File: config.mk
export PLATFORM = sky130hd
export DESIGN_NAME = t_seq_packer_flat
export DESIGN_NICKNAME = d
export VERILOG_FILES = /design/src/rtl/t_seq_packer_if.sv /design/src/rtl/t_seq_packer.sv /design/src/flat_wrapper.sv
export SDC_FILE = /design/constraint.sdc
export NUM_CORES = 1
export LEC_CHECK = 0
export ABC_AREA = 1
export CORE_ASPECT_RATIO = 1.75
export CORE_MARGIN = 2
export CORE_UTILIZATION = 29
export CTS_CLUSTER_SIZE = 20
export DETAILED_ROUTE_END_ITERATION = 10
export SYNTH_ARGS = -nofsm -noshare
export SYNTH_HDL_FRONTEND = slang
export SYNTH_SLANG_ARGS = --single-unit
File: constraint.sdc
create_clock -name clk -period 2.6 [get_ports clk]
set_clock_uncertainty 0.1 [all_clocks]
set_input_delay 0.52 -clock clk [delete_from_list [all_inputs] [get_ports clk]]
set_output_delay 0.52 -clock clk [all_outputs]
set_load 0.05 [all_outputs]
File: src/rtl/t_seq_packer_if.sv
// T-sequence load port between the host-side packer and its peers.
//   i_seq_start    : 1-cycle pulse, begin a new sequence
//   i_ch_valid/i_ch/i_ch_last / o_ch_ready : per-nucleotide handshake
//   i_ctrl_busy    : SRAM controller busy flag
//   o_start_read_t : 1-cycle pulse carrying the first word on o_t
//   o_t            : 18-bit word {valid, cnt[2:0], c0..c6}
//   o_done         : pulse with the last word of a sequence
//   o_overflow     : sticky, chars dropped at capacity
interface t_seq_packer_if;
  logic        i_seq_start;
  logic        i_ch_valid;
  logic [1:0]  i_ch;
  logic        i_ch_last;
  logic        o_ch_ready;
  logic        i_ctrl_busy;
  logic        o_start_read_t;
  logic [17:0] o_t;
  logic        o_done;
  logic        o_overflow;

  modport master (
    output i_seq_start, i_ch_valid, i_ch, i_ch_last, i_ctrl_busy,
    input  o_ch_ready, o_start_read_t, o_t, o_done, o_overflow
  );

  modport slave (
    input  i_seq_start, i_ch_valid, i_ch, i_ch_last, i_ctrl_busy,
    output o_ch_ready, o_start_read_t, o_t, o_done, o_overflow
  );
endinterface

File: src/rtl/t_seq_packer.sv
// Host-side transmitter for the SRAM controller's T-sequence load port.
// Packs 2-bit nucleotides 7 per 18-bit word {valid, cnt[2:0], c0..c6}
// (c0 at [13:12]); cnt=0 marks a full word with more to follow, cnt=1..7
// marks the last word. The first word is held until the controller is idle
// and sent with o_start_read_t; following words stream one per cycle.
// Ports: clk, rst_n (async, active-low), bus (t_seq_packer_if.slave).
module t_seq_packer #(
  parameter int unsigned T_PER_WORD = 7,
  parameter int unsigned MAX_WORDS  = 1024,
  parameter int unsigned WCNT_W     = 10
) (
  input  logic           clk,
  input  logic           rst_n,
  t_seq_packer_if.slave  bus
);

  typedef enum logic [2:0] {
    S_IDLE,
    S_FILL,
    S_ARM,
    S_STREAM,
    S_DRAIN
  } state_t;

  state_t             state_q, state_d;
  logic [2:0]         ccnt_q, ccnt_d;
  logic [WCNT_W-1:0]  wcnt_q, wcnt_d;
  logic [13:0]        chars_q, chars_d;
  logic [17:0]        word_q, word_d;
  logic               word_last_q, word_last_d;
  logic               word_ovf_q, word_ovf_d;
  logic [17:0]        t_q, t_d;
  logic               start_q, start_d;
  logic               done_q, done_d;
  logic               ovf_q, ovf_d;
  logic               rdy_q, rdy_d;

  logic        accept;
  logic        full;
  logic        at_cap;
  logic        word_end;
  logic        seq_end;
  logic        forced;
  logic [13:0] chars_ins;
  logic [2:0]  cnt_fld;
  logic [17:0] new_word;

  // Char-slot insertion and word assembly for the char being accepted.
  always_comb begin
    chars_ins = chars_q;
    for (int unsigned i = 0; i < T_PER_WORD; i++) begin
      if (ccnt_q == 3'(i)) chars_ins[13 - 2*i -: 2] = bus.i_ch;
    end
    accept   = bus.i_ch_valid & rdy_q;
    full     = (ccnt_q == 3'(T_PER_WORD - 1));
    at_cap   = (wcnt_q == WCNT_W'(MAX_WORDS - 1));
    word_end = full | bus.i_ch_last;
    // A full word at the last store index ends the sequence even without
    // i_ch_last; the remainder of the sequence is then dropped.
    seq_end  = bus.i_ch_last | (full & at_cap);
    forced   = full & at_cap & ~bus.i_ch_last;
    cnt_fld  = seq_end ? ccnt_q + 3'd1 : 3'd0;
    new_word = {1'b1, cnt_fld, chars_ins};
  end

  always_comb begin
    state_d     = state_q;
    ccnt_d      = ccnt_q;
    wcnt_d      = wcnt_q;
    chars_d     = chars_q;
    word_d      = word_q;
    word_last_d = word_last_q;
    word_ovf_d  = word_ovf_q;
    t_d         = '0;
    start_d     = 1'b0;
    done_d      = 1'b0;
    ovf_d       = ovf_q;

    unique case (state_q)
      S_IDLE: begin
        if (bus.i_seq_start) begin
          state_d = S_FILL;
          ccnt_d  = '0;
          wcnt_d  = '0;
          chars_d = '0;
          ovf_d   = 1'b0;
        end
      end
      S_FILL: begin
        if (accept) begin
          chars_d = chars_ins;
          ccnt_d  = ccnt_q + 3'd1;
          if (word_end) begin
            word_d      = new_word;
            word_last_d = seq_end;
            word_ovf_d  = forced;
            ccnt_d      = '0;
            chars_d     = '0;
            state_d     = S_ARM;
          end
        end
      end
      S_ARM: begin
        if (!bus.i_ctrl_busy) begin
          t_d     = word_q;
          start_d = 1'b1;
          wcnt_d  = wcnt_q + 1'b1;
          if (word_last_q) begin
            done_d  = 1'b1;
            ovf_d   = ovf_q | word_ovf_q;
            state_d = word_ovf_q ? S_DRAIN : S_IDLE;
          end else begin
            state_d = S_STREAM;
          end
        end
      end
      S_STREAM: begin
        if (accept) begin
          chars_d = chars_ins;
          ccnt_d  = ccnt_q + 3'd1;
          if (word_end) begin
            t_d     = new_word;
            wcnt_d  = wcnt_q + 1'b1;
            ccnt_d  = '0;
            chars_d = '0;
            if (seq_end) begin
              done_d  = 1'b1;
              ovf_d   = ovf_q | forced;
              state_d = forced ? S_DRAIN : S_IDLE;
            end
          end
        end
      end
      S_DRAIN: begin
        if (accept && bus.i_ch_last) state_d = S_IDLE;
      end
      default: state_d = S_IDLE;
    endcase

    // Ready is registered, so it follows the state being entered.
    rdy_d = (state_d == S_FILL) || (state_d == S_STREAM) || (state_d == S_DRAIN);
  end

  always_ff @(posedge clk or negedge rst_n) begin
    if (!rst_n) begin
      state_q     <= S_IDLE;
      ccnt_q      <= '0;
      wcnt_q      <= '0;
      chars_q     <= '0;
      word_q      <= '0;
      word_last_q <= 1'b0;
      word_ovf_q  <= 1'b0;
      t_q         <= '0;
      start_q     <= 1'b0;
      done_q      <= 1'b0;
      ovf_q       <= 1'b0;
      rdy_q       <= 1'b0;
    end else begin
      state_q     <= state_d;
      ccnt_q      <= ccnt_d;
      wcnt_q      <= wcnt_d;
      chars_q     <= chars_d;
      word_q      <= word_d;
      word_last_q <= word_last_d;
      word_ovf_q  <= word_ovf_d;
      t_q         <= t_d;
      start_q     <= start_d;
      done_q      <= done_d;
      ovf_q       <= ovf_d;
      rdy_q       <= rdy_d;
    end
  end

  assign bus.o_ch_ready     = rdy_q;
  assign bus.o_start_read_t = start_q;
  assign bus.o_t            = t_q;
  assign bus.o_done         = done_q;
  assign bus.o_overflow     = ovf_q;

endmodule
File: src/flat_wrapper.sv
// flat-port wrapper written by rule: the top's interface ports become plain ports
module t_seq_packer_flat 
#(
  parameter int unsigned T_PER_WORD = 7,
  parameter int unsigned MAX_WORDS  = 1024,
  parameter int unsigned WCNT_W     = 10
)
  (clk, rst_n, bus_i_seq_start, bus_i_ch_valid, bus_i_ch, bus_i_ch_last, bus_i_ctrl_busy, bus_o_ch_ready, bus_o_start_read_t, bus_o_t, bus_o_done, bus_o_overflow);
  t_seq_packer_if bus_i ();
  input  logic clk;
  input  logic rst_n;
  input wire logic [$bits(bus_i.i_seq_start)-1:0] bus_i_seq_start;
  input wire logic [$bits(bus_i.i_ch_valid)-1:0] bus_i_ch_valid;
  input wire logic [$bits(bus_i.i_ch)-1:0] bus_i_ch;
  input wire logic [$bits(bus_i.i_ch_last)-1:0] bus_i_ch_last;
  input wire logic [$bits(bus_i.i_ctrl_busy)-1:0] bus_i_ctrl_busy;
  output wire logic [$bits(bus_i.o_ch_ready)-1:0] bus_o_ch_ready;
  output wire logic [$bits(bus_i.o_start_read_t)-1:0] bus_o_start_read_t;
  output wire logic [$bits(bus_i.o_t)-1:0] bus_o_t;
  output wire logic [$bits(bus_i.o_done)-1:0] bus_o_done;
  output wire logic [$bits(bus_i.o_overflow)-1:0] bus_o_overflow;
  assign bus_i.i_seq_start = bus_i_seq_start;
  assign bus_i.i_ch_valid = bus_i_ch_valid;
  assign bus_i.i_ch = bus_i_ch;
  assign bus_i.i_ch_last = bus_i_ch_last;
  assign bus_i.i_ctrl_busy = bus_i_ctrl_busy;
  assign bus_o_ch_ready = bus_i.o_ch_ready;
  assign bus_o_start_read_t = bus_i.o_start_read_t;
  assign bus_o_t = bus_i.o_t;
  assign bus_o_done = bus_i.o_done;
  assign bus_o_overflow = bus_i.o_overflow;
  t_seq_packer #(.T_PER_WORD(T_PER_WORD), .MAX_WORDS(MAX_WORDS), .WCNT_W(WCNT_W)) u_core (.clk(clk), .rst_n(rst_n), .bus(bus_i));
endmodule
# Yosys cells after proc, flatten, opt, wreduce, memory -nomap -nowiden
# Cells that the tools add are included.
# classes
addsub,2
eq_ne,21
mux,52
n_bitwise,8
reduce_logical,12
# op_table
operator,n
two-way mux 18 bit,3
two-way mux 3 bit,15
two-way mux 14 bit,3
two-way mux 10 bit,4
one-hot mux 18 bit (2 select lines),1
one-hot mux 10 bit (3 select lines),1
one-hot mux 14 bit (2 select lines),1
"equality test 3 x 2 -> 1 bit, second input constant",5
"equality test 3 bit, second input constant",5
one-hot mux 3 bit (5 select lines),1
two-way mux 2 bit,7
two-way mux 1 bit,13
"adder 10 x 1 -> 10 bit, second input constant",1
"equality test 10 bit, second input constant",1
"!= test 2 x 1 -> 1 bit, second input constant",5
"equality test 3 x 1 -> 1 bit, second input constant",3
AND reduction 7 bit,1
logical NOT 3 bit,2
one-hot mux 3 bit (2 select lines),1
AND reduction 3 bit,2
AND reduction 5 bit,1
"!= test 2 bit, second input constant",2
bitwise OR 1 bit,4
"adder 3 x 1 -> 3 bit, second input constant",1
9 further kinds,12
# totals
regBits,72
in_bits,8
wordCells,107

# Depth between registers and ports, before layout
# depth
depth_word,11
ltp_mapped,11

# Least setup slack after synthesis
# OpenSTA, ideal clock, no wires.
# synth_path
path_kind,register -> register
start,reg u_core.rdy_q (netlist: u_core.bus.o_ch_ready)
end,reg u_core.chars_q[13]
setup_ps,138
arrival_time_ps,1563
path_slack_ps,799
path_stages_with_launch,7
synth_period_minus_slack_ps,1801
cell_sequence,dfrtp_1 > nand2_1 > inv_1 > nor2_2 > a211oi_4 > buf_6 > o22ai_2
# synth_between
elab_chain_len,3
# synth_rtl
element,line_no,source
start: declaration,t_seq_packer.sv:36,"logic rdy_q, rdy_d;"
start signal: assignment,t_seq_packer.sv:170,rdy_q <= rdy_d;
bitwise AND 1 bit,t_seq_packer.sv:54,accept = bus.i_ch_valid & rdy_q;
!= test 2 x 1 -> 1 bit (no line),n/a,
AND reduction 3 bit (no line),n/a,
end signal: assignment,t_seq_packer.sv:162,chars_q <= chars_d;
end: declaration,t_seq_packer.sv:28,"logic [13:0] chars_q, chars_d;"
# Every way passes these cells.
# A chain may end at the register's enable or synchronous reset.

# Worst setup path in the final report
# layout_path
start,reg u_core.ccnt_q[0]
end,reg u_core.t_q[1] (netlist: u_core.bus.o_t[1])
# layout_between
elab_chain_len,5
# layout_rtl
element,line_no,source
start: declaration,t_seq_packer.sv:26,"logic [2:0] ccnt_q, ccnt_d;"
start signal: assignment,t_seq_packer.sv:160,ccnt_q <= ccnt_d;
equality test 3 bit (*),"t_seq_packer.sv:52, t_seq_packer.sv:55",
two-way mux 2 bit / bitwise OR 1 bit (equally long branches),"t_seq_packer.sv:52, t_seq_packer.sv:57",
two-way mux 18 bit (*),t_seq_packer.sv:121,if (word_end) begin
two-way mux 18 bit (*),t_seq_packer.sv:118,if (accept) begin
one-hot mux 18 bit (2 select lines) (*),t_seq_packer.sv:79,unique case (state_q)
net u_core.t_d[1],t_seq_packer.sv:32,"logic [17:0] t_q, t_d;"
end signal: assignment,t_seq_packer.sv:166,t_q <= t_d;
end: declaration,t_seq_packer.sv:32,
# Mark *: on every way through the listed nets, which the timed path passes. The rest lies on a longest branch.

==> flow_summary.yaml <==
route:
  drc: 0
  antenna_left: 0
  totalWireLength_um: 7120
  dr.pass1.iters: 4
  drt_iter0_markers: 112
  wire_per_inst_um: 13.1
  routed_via_density: 4.66
  vias: 2526
final_layout:
  fin_nets: 419
  final-seq-area_um2: 1800
  drive_gt1_share_pct: 10.7
  area_growth_syn_to_layout_pct: 23.3
  fin_area_um2: 4070
  fill_cells: 1151
  n_antenna_cell: 0
  multi_input_area_um2: 1260
floorplanning:
  start_util_pct: 29.7
  die_w_um: 84.6
  coreArea_um2: 11100
  top_level_ports: 30
  die_h_um: 145
  dieArea_um2: 12300
  rows: 51
setup_path:
  worstReg2RegEnd: "u_core.bus.o_t[1]$_DFF_PN0_"
  critPathArrivalTime_ns: 2.35
  cp.depth: 8
  slowest_delay_ns: 0.42
  ff2ff_setup_slack_ns: 0.38
  path_common_cell: "nand2_1"
  crit_end: "u_core.bus.o_t[1]$_DFF_PN0_"
  cp_cell_sequence: "inv_1, ha_1, nand2_1, nand2_1, nand2_1, inv_1, nand2_1, o21ai_0"
  end_kind: "register"
  rr_startpoint: "u_core.ccnt_q[0]$_DFFE_PN0P_"
  cp.required_ns: 2.74
  critPathLaunchType: "register"
  slowest_stage: "dfrtp_1"
  path_buf_inv: 2
  critical_path.top_delay_family: "simple AND/OR/NAND/NOR gates"
  startpoint: "u_core.ccnt_q[0]$_DFFE_PN0P_"
  worst-r2r-cell-count: 8
  worstSetupPathType: "register to register"
  crit_fanout: 15
global_route:
  grt_util_all_layers_pct: 12.5
  grt_pass1_vias: 2496
  antenna_found_initial: 0
  grt_max_degree: 73
  grt_pass1_wl_um: 12100
  grt-ovfl-total: 0
outcome:
  status: "complete, no violations"
timing:
  timing.final.crit_period_ns: 2.22
  final-setup-viol-count: 0
  setup_tns_ns: 0
  min_period_over_period_pct: 85.2
  maxSlewHeadroom_pct: 65.3
  fmax_ghz: 0.451
  rsz0062_at_grt: "no"
  hold_viol_final: 0
  slew_violations: 0
  tightestPinTransition_ns: 0.520
  setup_ws_ns: 0.385
synth:
  synth.avg_cell_area_um2: 8.99
  synth_commonest_cells: "nand2_1 (86), dfrtp_1 (72), o21ai_0 (50)"
  synthFlopType: "dfrtp_1"
  ys_ff_latch: 72
  syn_inst: 367
  ys_warn_count: 0
  async_reset_ff_share_pct: 100
  synth_top_area_cell: "dfrtp_1"
  ys_seq_area_share_pct: 54.6
  yosysTopAreaCellShare_pct: 54.6
  synthTopCellsByArea: "dfrtp_1 (55%), nand2_1 (9.8%), o21ai_0 (7.6%)"
  syn-num-nets: 381
  syn_area_um2: 3300
  synth_edf_count: 0
  synth_cell_types: 29
  yosysMostFrequentCell: "nand2_1"
place:
  place_area_um2: 3750
  dp_hpwl_um: 5120
  dp_slack_ns: 0.220
  gp_congestion: 0.853
  port_buffers: 29
clock_network:
  clk_pin_slew_worst_paths_ns: 0.06
  cts_setup_buffers: 0
  clkSinkCount: 72
  cts_root_buffer: "clkbuf_16"
  hold_buffers: 0
  clock_path_buffers: 2
  h-tree-depth: 3
  tritoncts: "yes"
  clk_latency_ns: 0.34
  cts_resized: 0
  cts_made_buffers: 9
pwr:
  vdd_drop_max_v: 0.000650
  p_leak_uw: 0.00187
  p_per_area_nw_per_um2: 998
hold_path:
  hold_class: "input port to async pin"
job:
  drv_cap: 0
[per-layer routing]
metal,vias up,routed length (um),track usage (%)
li1,1265,-,-
met1,1199,2840,13.6
met2,48,3850,21.6
met3,14,216,3.36
met4,0,210,6.51
met5,-,0,0
[registers in the layout (all words and copies together), names as in the netlist]
signal / flops
u_core.bus.o_t: 18
u_core.word_q: 18
u_core.chars_q: 14
u_core.wcnt_q: 10
u_core.ccnt_q: 3
u_core.state_q: 3
u_core.bus.o_ch_ready: 1
u_core.bus.o_done: 1
u_core.bus.o_overflow: 1
u_core.bus.o_start_read_t: 1
u_core.word_last_q: 1
u_core.word_ovf_q: 1
[cells by family (layout without fill, tap and decap cells)]
kind of cell               count (synthesis)  in the layout  synth area share [%]
adders and majority gates                  6              6                  2.28
xor gates and xnor gates                   4              4                  1.06
DFF                                       72             72                  54.6
buffers and inverters                     57            100                  7.17
AOI/OAI and AO/OA                         82             82                  15.7
muxes                                      2              2                 0.607
and+or+nand+nor                          144            144                  18.6
[layout by cell type (no fill, tap or decap), types with 2 or more instances in the layout]
cell type,instances
nor2_1,24
nand3_1,17
o21ai_0,50
inv_1,46
nor2_2,4
clkbuf_16,9
nor3_1,5
bufinv_16,2
nand2_2,3
o22ai_1,6
a21boi_0,2
clkbuf_1,2
xor2_1,3
inv_2,2
a21oi_1,6
o21ai_1,5
o22ai_2,10
ha_1,6
o31ai_1,2
dfrtp_1,72
mux2i_1,2
buf_4,5
nand2_1,86
clkdlybuf4s50_1,28
[power by group]
part | internal, uW | leakage [uW] | total [uW] | switching [uW]
Sequential | 1340 | 0.000977 | 1450 | 116
Combinational | 408 | 0.000741 | 1300 | 893
Clock | 840 | 0.000150 | 1310 | 467
[how the worst min path moves through the flow]
stage,end,from
3_3_place_gp,u_core.word_q[17]$_DFFE_PN0P_,u_core.word_q[17]$_DFFE_PN0P_
2_1_floorplan,u_core.bus.o_ch_ready$_DFF_PN0_,rst_n
6_report,u_core.wcnt_q[4]$_DFFE_PN0P_,rst_n
5_1_grt,u_core.wcnt_q[4]$_DFFE_PN0P_,rst_n
3_5_place_dp,u_core.word_q[17]$_DFFE_PN0P_,u_core.word_q[17]$_DFFE_PN0P_
4_1_cts,u_core.wcnt_q[4]$_DFFE_PN0P_,rst_n
[final cells by class]
| cell class | instances | share of cell area, % |
|---|---|---|
| inverter | 49 | 4.52 |
| multi-input combinational | 238 | 31.0 |
| timing repair buffer | 35 | 8.43 |
| tap | 132 | 4.06 |
| clock buffer | 11 | 5.72 |
| clock inverter | 5 | 2.00 |
| sequential | 72 | 44.3 |
[stage by stage]
step | total power, uW | hold WS (ns) | util, % | cells
final | 4060 | 0.0914 | 36.6 | 542
after global routing | 4340 | 0.130 | 36.6 | 542
after detailed placement | 2780 | 0.339 | 33.8 | 526
after floorplan | 2420 | 0.124 | - | 367
after global placement | 2740 | 0.332 | 33.8 | 526
after CTS | 4120 | 0.115 | 36.6 | 542
Note: power is estimated with default switching activity, not from simulation.
